[config.mk]
export PLATFORM = sky130hd
export DESIGN_NAME = multiport_register_file
export DESIGN_NICKNAME = d
export VERILOG_FILES = /design/src/rtl/multiport_register_file.sv
export SDC_FILE = /design/constraint.sdc
export NUM_CORES = 1
export LEC_CHECK = 0
export ABC_AREA = 1
export CORE_MARGIN = 2
export CORE_UTILIZATION = 35
export CTS_BUF_LIST = sky130_fd_sc_hd__clkbuf_16
export CTS_CLUSTER_SIZE = 14
export DETAILED_ROUTE_END_ITERATION = 10
export HOLD_SLACK_MARGIN = 0.1
export PLACE_DENSITY = 0.55
export SYNTH_ARGS = -nofsm -noshare
export SYNTH_HDL_FRONTEND = slang
export SYNTH_SLANG_ARGS = --single-unit
[constraint.sdc]
create_clock -name clk -period 2.08 [get_ports clk]
set_clock_uncertainty 0.2 [all_clocks]
set_input_delay 0.312 -clock clk [delete_from_list [all_inputs] [get_ports clk]]
set_output_delay 0.312 -clock clk [all_outputs]
set_load 0.05 [all_outputs]
[src/rtl/multiport_register_file.sv]
// ---------------------------------------------------------------------------
// multiport_register_file
//
// Purpose:
//   Parametrised register file for the processor datapath. It provides NRD
//   combinational read ports and two synchronous write lanes. A per-register
//   busy scoreboard supports issue-stage hazard checks. Decode drives the read
//   addresses and issue marks. Writeback drives the two retire lanes.
//
// Parameters:
//   DATA_W    register width in bits
//   ADDR_W    address width; depth = 2**ADDR_W
//   NRD       number of read ports (>= 1)
//   ZERO_REG  1: register 0 reads 0, ignores writes and is never busy
//
// Ports:
//   clk       clock; all state updates on the rising edge
//   n_rst     asynchronous active-low reset
//   ra        read addresses, port k = ra[k*ADDR_W +: ADDR_W]
//   rd        read data,      port k = rd[k*DATA_W +: DATA_W]
//   rbusy     busy bit of the register addressed by port k
//   we0/wa0/wd0  write lane 0
//   we1/wa1/wd1  write lane 1 (wins on same-address collision)
//   iss_en    mark register iss_addr busy (producer issued)
//   iss_addr  register to mark busy
//
// Configuration macro:
//   RF_BYPASS_EN  when defined, the read ports forward same-cycle write data.
//                 An address that is being written reads as not busy, unless
//                 it is also being issued in the same cycle.
//                 When undefined, reads reflect only the stored state.
// ---------------------------------------------------------------------------
module multiport_register_file #(
    parameter int DATA_W   = 32,
    parameter int ADDR_W   = 3,
    parameter int NRD      = 2,
    parameter int ZERO_REG = 0
) (
    input  logic                    clk,
    input  logic                    n_rst,
    input  logic [NRD*ADDR_W-1:0]   ra,
    output logic [NRD*DATA_W-1:0]   rd,
    output logic [NRD-1:0]          rbusy,
    input  logic                    we0,
    input  logic [ADDR_W-1:0]       wa0,
    input  logic [DATA_W-1:0]       wd0,
    input  logic                    we1,
    input  logic [ADDR_W-1:0]       wa1,
    input  logic [DATA_W-1:0]       wd1,
    input  logic                    iss_en,
    input  logic [ADDR_W-1:0]       iss_addr
);

    localparam int DEPTH = 1 << ADDR_W;

    logic [DATA_W-1:0] r_regs [DEPTH];
    logic [DEPTH-1:0]  r_busy;

    // Effective enables. When ZERO_REG is set, any operation that targets
    // register 0 is suppressed here. The other lane is not affected.
    logic w_we0;
    logic w_we1;
    logic w_iss;

    assign w_we0 = we0    && !((ZERO_REG != 0) && (wa0 == '0));
    assign w_we1 = we1    && !((ZERO_REG != 0) && (wa1 == '0));
    assign w_iss = iss_en && !((ZERO_REG != 0) && (iss_addr == '0));

    // NOTE: the storage array is reset like ordinary flops. Reset must return
    // every register to 0, so this file cannot map onto a RAM macro that has
    // no reset.
    always_ff @(posedge clk or negedge n_rst) begin
        if (!n_rst) begin
            for (int i = 0; i < DEPTH; i++) begin
                r_regs[i] <= '0;
            end
            r_busy <= '0;
        end else begin
            // NOTE: both lanes use non-blocking assignments to the same array.
            // When the addresses collide, the later statement takes effect,
            // so lane 1 is deliberately written second.
            if (w_we0) r_regs[wa0] <= wd0;
            if (w_we1) r_regs[wa1] <= wd1;

            // A newly issued producer supersedes a retiring write to the
            // same register, so the set takes priority over the clear.
            for (int i = 0; i < DEPTH; i++) begin
                if (w_iss && (iss_addr == ADDR_W'(i))) begin
                    r_busy[i] <= 1'b1;
                end else if ((w_we0 && (wa0 == ADDR_W'(i))) ||
                             (w_we1 && (wa1 == ADDR_W'(i)))) begin
                    r_busy[i] <= 1'b0;
                end
            end
        end
    end

    // Read ports: combinational; any port may alias any other port.
    logic [ADDR_W-1:0] w_addr;
    logic [DATA_W-1:0] w_data;
    logic              w_bsy;

    // NOTE: every variable that this block writes receives a default value
    // before the loop. This prevents a latch from being inferred.
    always_comb begin
        rd     = '0;
        rbusy  = '0;
        w_addr = '0;
        w_data = '0;
        w_bsy  = 1'b0;
        for (int k = 0; k < NRD; k++) begin
            w_addr = ra[k*ADDR_W +: ADDR_W];
            w_data = r_regs[w_addr];
            w_bsy  = r_busy[w_addr];
`ifdef RF_BYPASS_EN
            // Forwarding is disabled while reset is asserted, so the read
            // ports return 0 immediately.
            if (n_rst && w_we1 && (wa1 == w_addr)) begin
                w_data = wd1;
                w_bsy  = (w_iss && (iss_addr == w_addr)) ? r_busy[w_addr] : 1'b0;
            end else if (n_rst && w_we0 && (wa0 == w_addr)) begin
                w_data = wd0;
                w_bsy  = (w_iss && (iss_addr == w_addr)) ? r_busy[w_addr] : 1'b0;
            end
`endif
            if ((ZERO_REG != 0) && (w_addr == '0)) begin
                w_data = '0;
                w_bsy  = 1'b0;
            end
            rd[k*DATA_W +: DATA_W] = w_data;
            rbusy[k]               = w_bsy;
        end
    end

endmodule

=== Yosys cells after proc, flatten, opt, wreduce, memory -nomap -nowiden ===
Cells that the tools add are included.

* Mux-type cells: 34
* Equal/unequal tests: 21
* Bitwise logic cells: 4
* Reduce and logical (&&, ||, !) cells: 45
* $lt $le $gt $ge: 8

{| class="wikitable"
|+ Operator list
! operator !! number
|-
| bitwise mux 256 bit || 2
|-
| two-way mux 256 bit || 2
|-
| binary-select mux 32 bit (select 3 bit) || 2
|-
| demux 32 bit (select 3 bit) || 2
|-
| two-way mux 32 bit || 6
|-
| equality test 3 bit, second input constant || 12
|-
| logical AND 1 bit || 26
|-
| equality test 3 x 2 -> 1 bit, second input constant || 6
|-
| two-way mux 1 bit || 18
|-
| greater-or-equal comparator 4 bit, second input constant || 4
|-
| inverter 3 -> 4 bit || 4
|-
| nonzero test 2 bit || 8
|-
| equality test 3 x 1 -> 1 bit, second input constant || 3
|-
| logical NOT 3 bit || 3
|-
| logical OR 1 bit || 8
|-
| < comparator 3 x 4 -> 1 bit, second input constant || 2
|-
| < comparator 4 x 1 -> 1 bit, second input constant || 2
|-
| binary-select mux 1 bit (select 3 bit) || 2
|}

* Input port bits: 84
* Flip-flop bits (word level): 264
* Output and inout port bits: 66

=== Depth between registers and ports, before layout ===
* Word-level depth: 9
* Depth in mapped cells: 10

=== Worst setup path before layout ===
Ideal clock, no wire load.

* Kind: input port to output port
* Start: input ra[3]
* End: output rd[34]
* Setup slack: 185 ps
* Data required time: 1568 ps
* Path buffers: 3
* Stages: 9
* Data arrival time: 1383 ps
* Cells stage by stage: buf_2 inv_2 buf_4 buf_2 nand2_1 nand3_1 nand2_1 nand2_1 nand2_1

* Longest elaborated chain between the ends: 4

{| class="wikitable"
|+ RTL lines
! what !! RTL line !! RTL
|-
| start: declaration || 41 || <nowiki>input logic [NRD*ADDR_W-1:0] ra,</nowiki>
|-
| inverter 3 -> 4 bit (not written as such) || 113 || <nowiki>w_data = r_regs[w_addr];</nowiki>
|-
| binary-select mux 32 bit (select 3 bit) || 113 ||
|-
| two-way mux 32 bit (not written as such) (2 in series) || 113 ||
|-
| end: declaration || 42 || <nowiki>output logic [NRD*DATA_W-1:0] rd,</nowiki>
|}

Every way passes these cells. The select of a mux whose other input is x is not followed.

=== Worst setup path after layout ===
* Start: register r_regs[189] (netlist bit)
* End: output rd[29]

* Longest elaborated chain between the ends: 3

{| class="wikitable"
|+ RTL lines
! what !! RTL line !! RTL
|-
| start: declaration || 56 || <nowiki>logic [DATA_W-1:0] r_regs [DEPTH];</nowiki>
|-
| start signal: indexed assignment || 82 || <nowiki>if (w_we0) r_regs[wa0] <= wd0;</nowiki>
|-
| start signal: indexed assignment || 83 || <nowiki>if (w_we1) r_regs[wa1] <= wd1;</nowiki>
|-
| binary-select mux 32 bit (select 3 bit) || 113 ||
|-
| two-way mux 32 bit (not written as such) (2 in series) || 113 ||
|}

Every way passes these cells. The select of a mux whose other input is x is not followed.

==> results_dict.tcl <==
set metrics [dict create \
    rows 85 \
    final_cells 4127 \
    postRouteAntennaNets 0 \
    die_y_um 238 \
    slowest_stage "dfrtp_1" \
    place_inst 4044 \
    path_cells "inv_2 -> nand2_2 -> nand3_2 -> nand2_1 -> nand2_1 -> nand2_2 -> buf_8" \
    drtIter0Drc 2437 \
    cts_tree "done" \
    worstSetupPathType "reg -> out" \
    rsz0062_at_grt "true" \
    wirelength_mm 85.4 \
    insertion_delay_ns 0.54 \
    dp_hpwl_mm 54.3 \
    synth_top_area_share_pct 34.4 \
    ys_seq_area_share_pct 34.4 \
    tns_ns 0 \
    timing.critical_path.arrival_ns 1.56 \
    final_nets 3490 \
    portBuffers 149 \
    gr-total-overflow 0 \
    maxSlewHeadroom_pct 66.5 \
    drc 0 \
    clk_pin_slew_ns 0.06 \
    vias_per_cell 5.43 \
    ys_top_cells_by_area "dfrtp_1 34%, nand2_1 33%, nand3_1 20%" \
    synth_cell_types 14 \
    cellPowerDensity_nw_per_um2 831 \
    syn-cell-area_um2 19200 \
    dpl-instance-area_um2 22400 \
    cp_num_cells 7 \
    yosysWarnings 0 \
    critPathTopFamily "simple AND/OR/NAND/NOR gates" \
    max_freq_mhz 483 \
    fp.dieW_um 238 \
    num-fill-cells 5550 \
    synth_seq_cells 264 \
    grt_antenna_before_repair 1 \
    syn_avg_cell_area_um2 5.81 \
    cts_buffer_depth 3 \
    max-cap-violations 0 \
    first_pass_iters 8 \
    hp-class "in -> reg" \
    grt_pass1_wl_mm 129 \
    p_leak_nw 13.2 \
    reg2reg_from "r_regs[131]" \
    rr_worst_depth 5 \
    cts_root_buffer "clkbuf_16" \
    cp_data_required_time_ns 1.57 \
    crit_start "r_regs[189]" \
    die_area_um2 56800 \
    hold_viol_final 0 \
    worstPathMaxFanout 3 \
    vias 22410 \
    start_util_pct 35.6 \
    grt_pass1_vias 20951 \
    status "completed" \
    cts_htree_levels 2 \
    setup_viol 0 \
    cts_sinks 264 \
    grt_usage_pct 29.6 \
    critPathLaunchType "flop" \
    yosysTopAreaCell "dfrtp_1" \
    syn_to_final_growth_pct 26.7 \
    cp-end-kind "output port" \
    holdPathStages 3 \
    drive_gt1_share_pct 18.2 \
    io_pins 150 \
    tightestPinTransition_ns 0.501 \
    period_share_pct 99.6 \
    grt_max_degree 58 \
    final_cell_area_um2 24400 \
    max_stage_delay_ns 0.37 \
    cts-buffers-inserted 35 \
    place_congestion 0.877 \
    vdd_ir_drop_max_uv 483 \
    period_needed_ns 2.07 \
    synth_fp_nets 3388 \
    drt-wirelength-per-cell_um 20.7 \
    core_area_um2 54000 \
    finalMaxSlewViolations 0 \
    hold_start "iss_addr[0]" \
    synthCells 3304 \
    crit_buf_inv 2 \
]
## kinds of logic (layout without fill, tap and decap cells)
logic type,Yosys count,in the layout,synth area share (%)
AND/OR/NAND/NOR,2460,2460,53.0
buffers and inverters,580,706,12.6
flip-flops,264,264,34.4
other,0,1,0
## registers in the layout, indices dropped and copies added (netlist names)
signal and flops:
r_busy 8, r_regs 256
## metal layers
layer  up-vias  share of wire, %  track usage (%)
met3       261               9.0             4.29
met1     10498                42             40.5
li1      10370                 -                -
met4         0               4.4             13.0
met2      1281                45             46.7
met5         -                 0                0
## stage by stage
stage / utilization, % / setup WS [ns] / hold WS [ns] / total power [mW]
finish: 45.1 / 0.00860 / 0.241 / 20.2
global route: 45.1 / -0.0423 / 0.245 / 21.3
CTS: 43.9 / -0.0374 / 0.226 / 19.7
detailed placement: 41.4 / -0.138 / 0.0519 / 13.5
global placement: 41.4 / -0.143 / 0.0556 / 13.4
floorplan: - / 0.185 / -0.184 / 11.3
## report_power, final
| part | internal (mW) | total [mW] | switching [mW] |
|---|---|---|---|
| clock | 3.38 | 5.92 | 2.54 |
| combinational | 2.68 | 7.65 | 4.97 |
| sequential | 6.24 | 6.67 | 0.427 |
| total | 12.3 | 20.2 | 7.93 |
## synthesized netlist by cell type
library cell  count
nand2_1        1692
nand3_1         754
inv_1           312
dfrtp_1         264
buf_2           106
clkbuf_1         93
buf_1            28
buf_4            28
inv_2            11
nor2_1           11
nor2_2            2
clkbuf_2          1
clkinv_1          1
nor2_4            1
## cell usage in the layout (no fill, tap or decap), drive strengths merged
| cell type | count |
|---|---|
| clkinv | 17 |
| nand2 | 1692 |
| clkbuf | 36 |
| nor2 | 14 |
| bufinv | 2 |
| clkdlybuf4s50 | 76 |
| dlygate4sd3 | 2 |
| nand3 | 754 |
| buf | 243 |
| diode | 1 |
| clkinvlp | 1 |
| inv | 329 |
| dfrtp | 264 |
## tightest hold or removal path, cell delays in order
cell and delay [ns]:
clkdlybuf4s50_1 0.47, nand3_1 0.11, nand2_1 0.05
## repair_timing
item,4_1_cts,5_1_grt
gates resized for setup,98,302
endpoints found under the setup margin,47,66
pin swaps,5,69
hold buffers,2,0
hold endpoints to repair,264,0
buffers inserted,0,19
cloned,0,0
## path summary, 6_finish.rpt
kind / slack, ns / to
max: 0.009 / rd[29]
min: 0.24 / r_busy[7]
max reg2reg: 1.05 / r_regs[131]
min reg2reg: 0.30 / r_busy[3]
max in group asynchronous: 0.38 / r_regs[145]
min in group asynchronous: 0.58 / r_regs[93]
## layout make-up
type	count	area, um2	area share, %
Timing Repair Buffer	321	3910	16.1
Tap cell	696	871	3.58
Inverter	324	1220	5.02
Antenna cell	1	2.50	0.0103
Clock buffer	36	901	3.70
Multi-Input combinational cell	2460	10700	43.8
Clock inverter	25	174	0.714
Sequential cell	264	6610	27.1
Note: power is estimated with default switching activity, not from simulation.
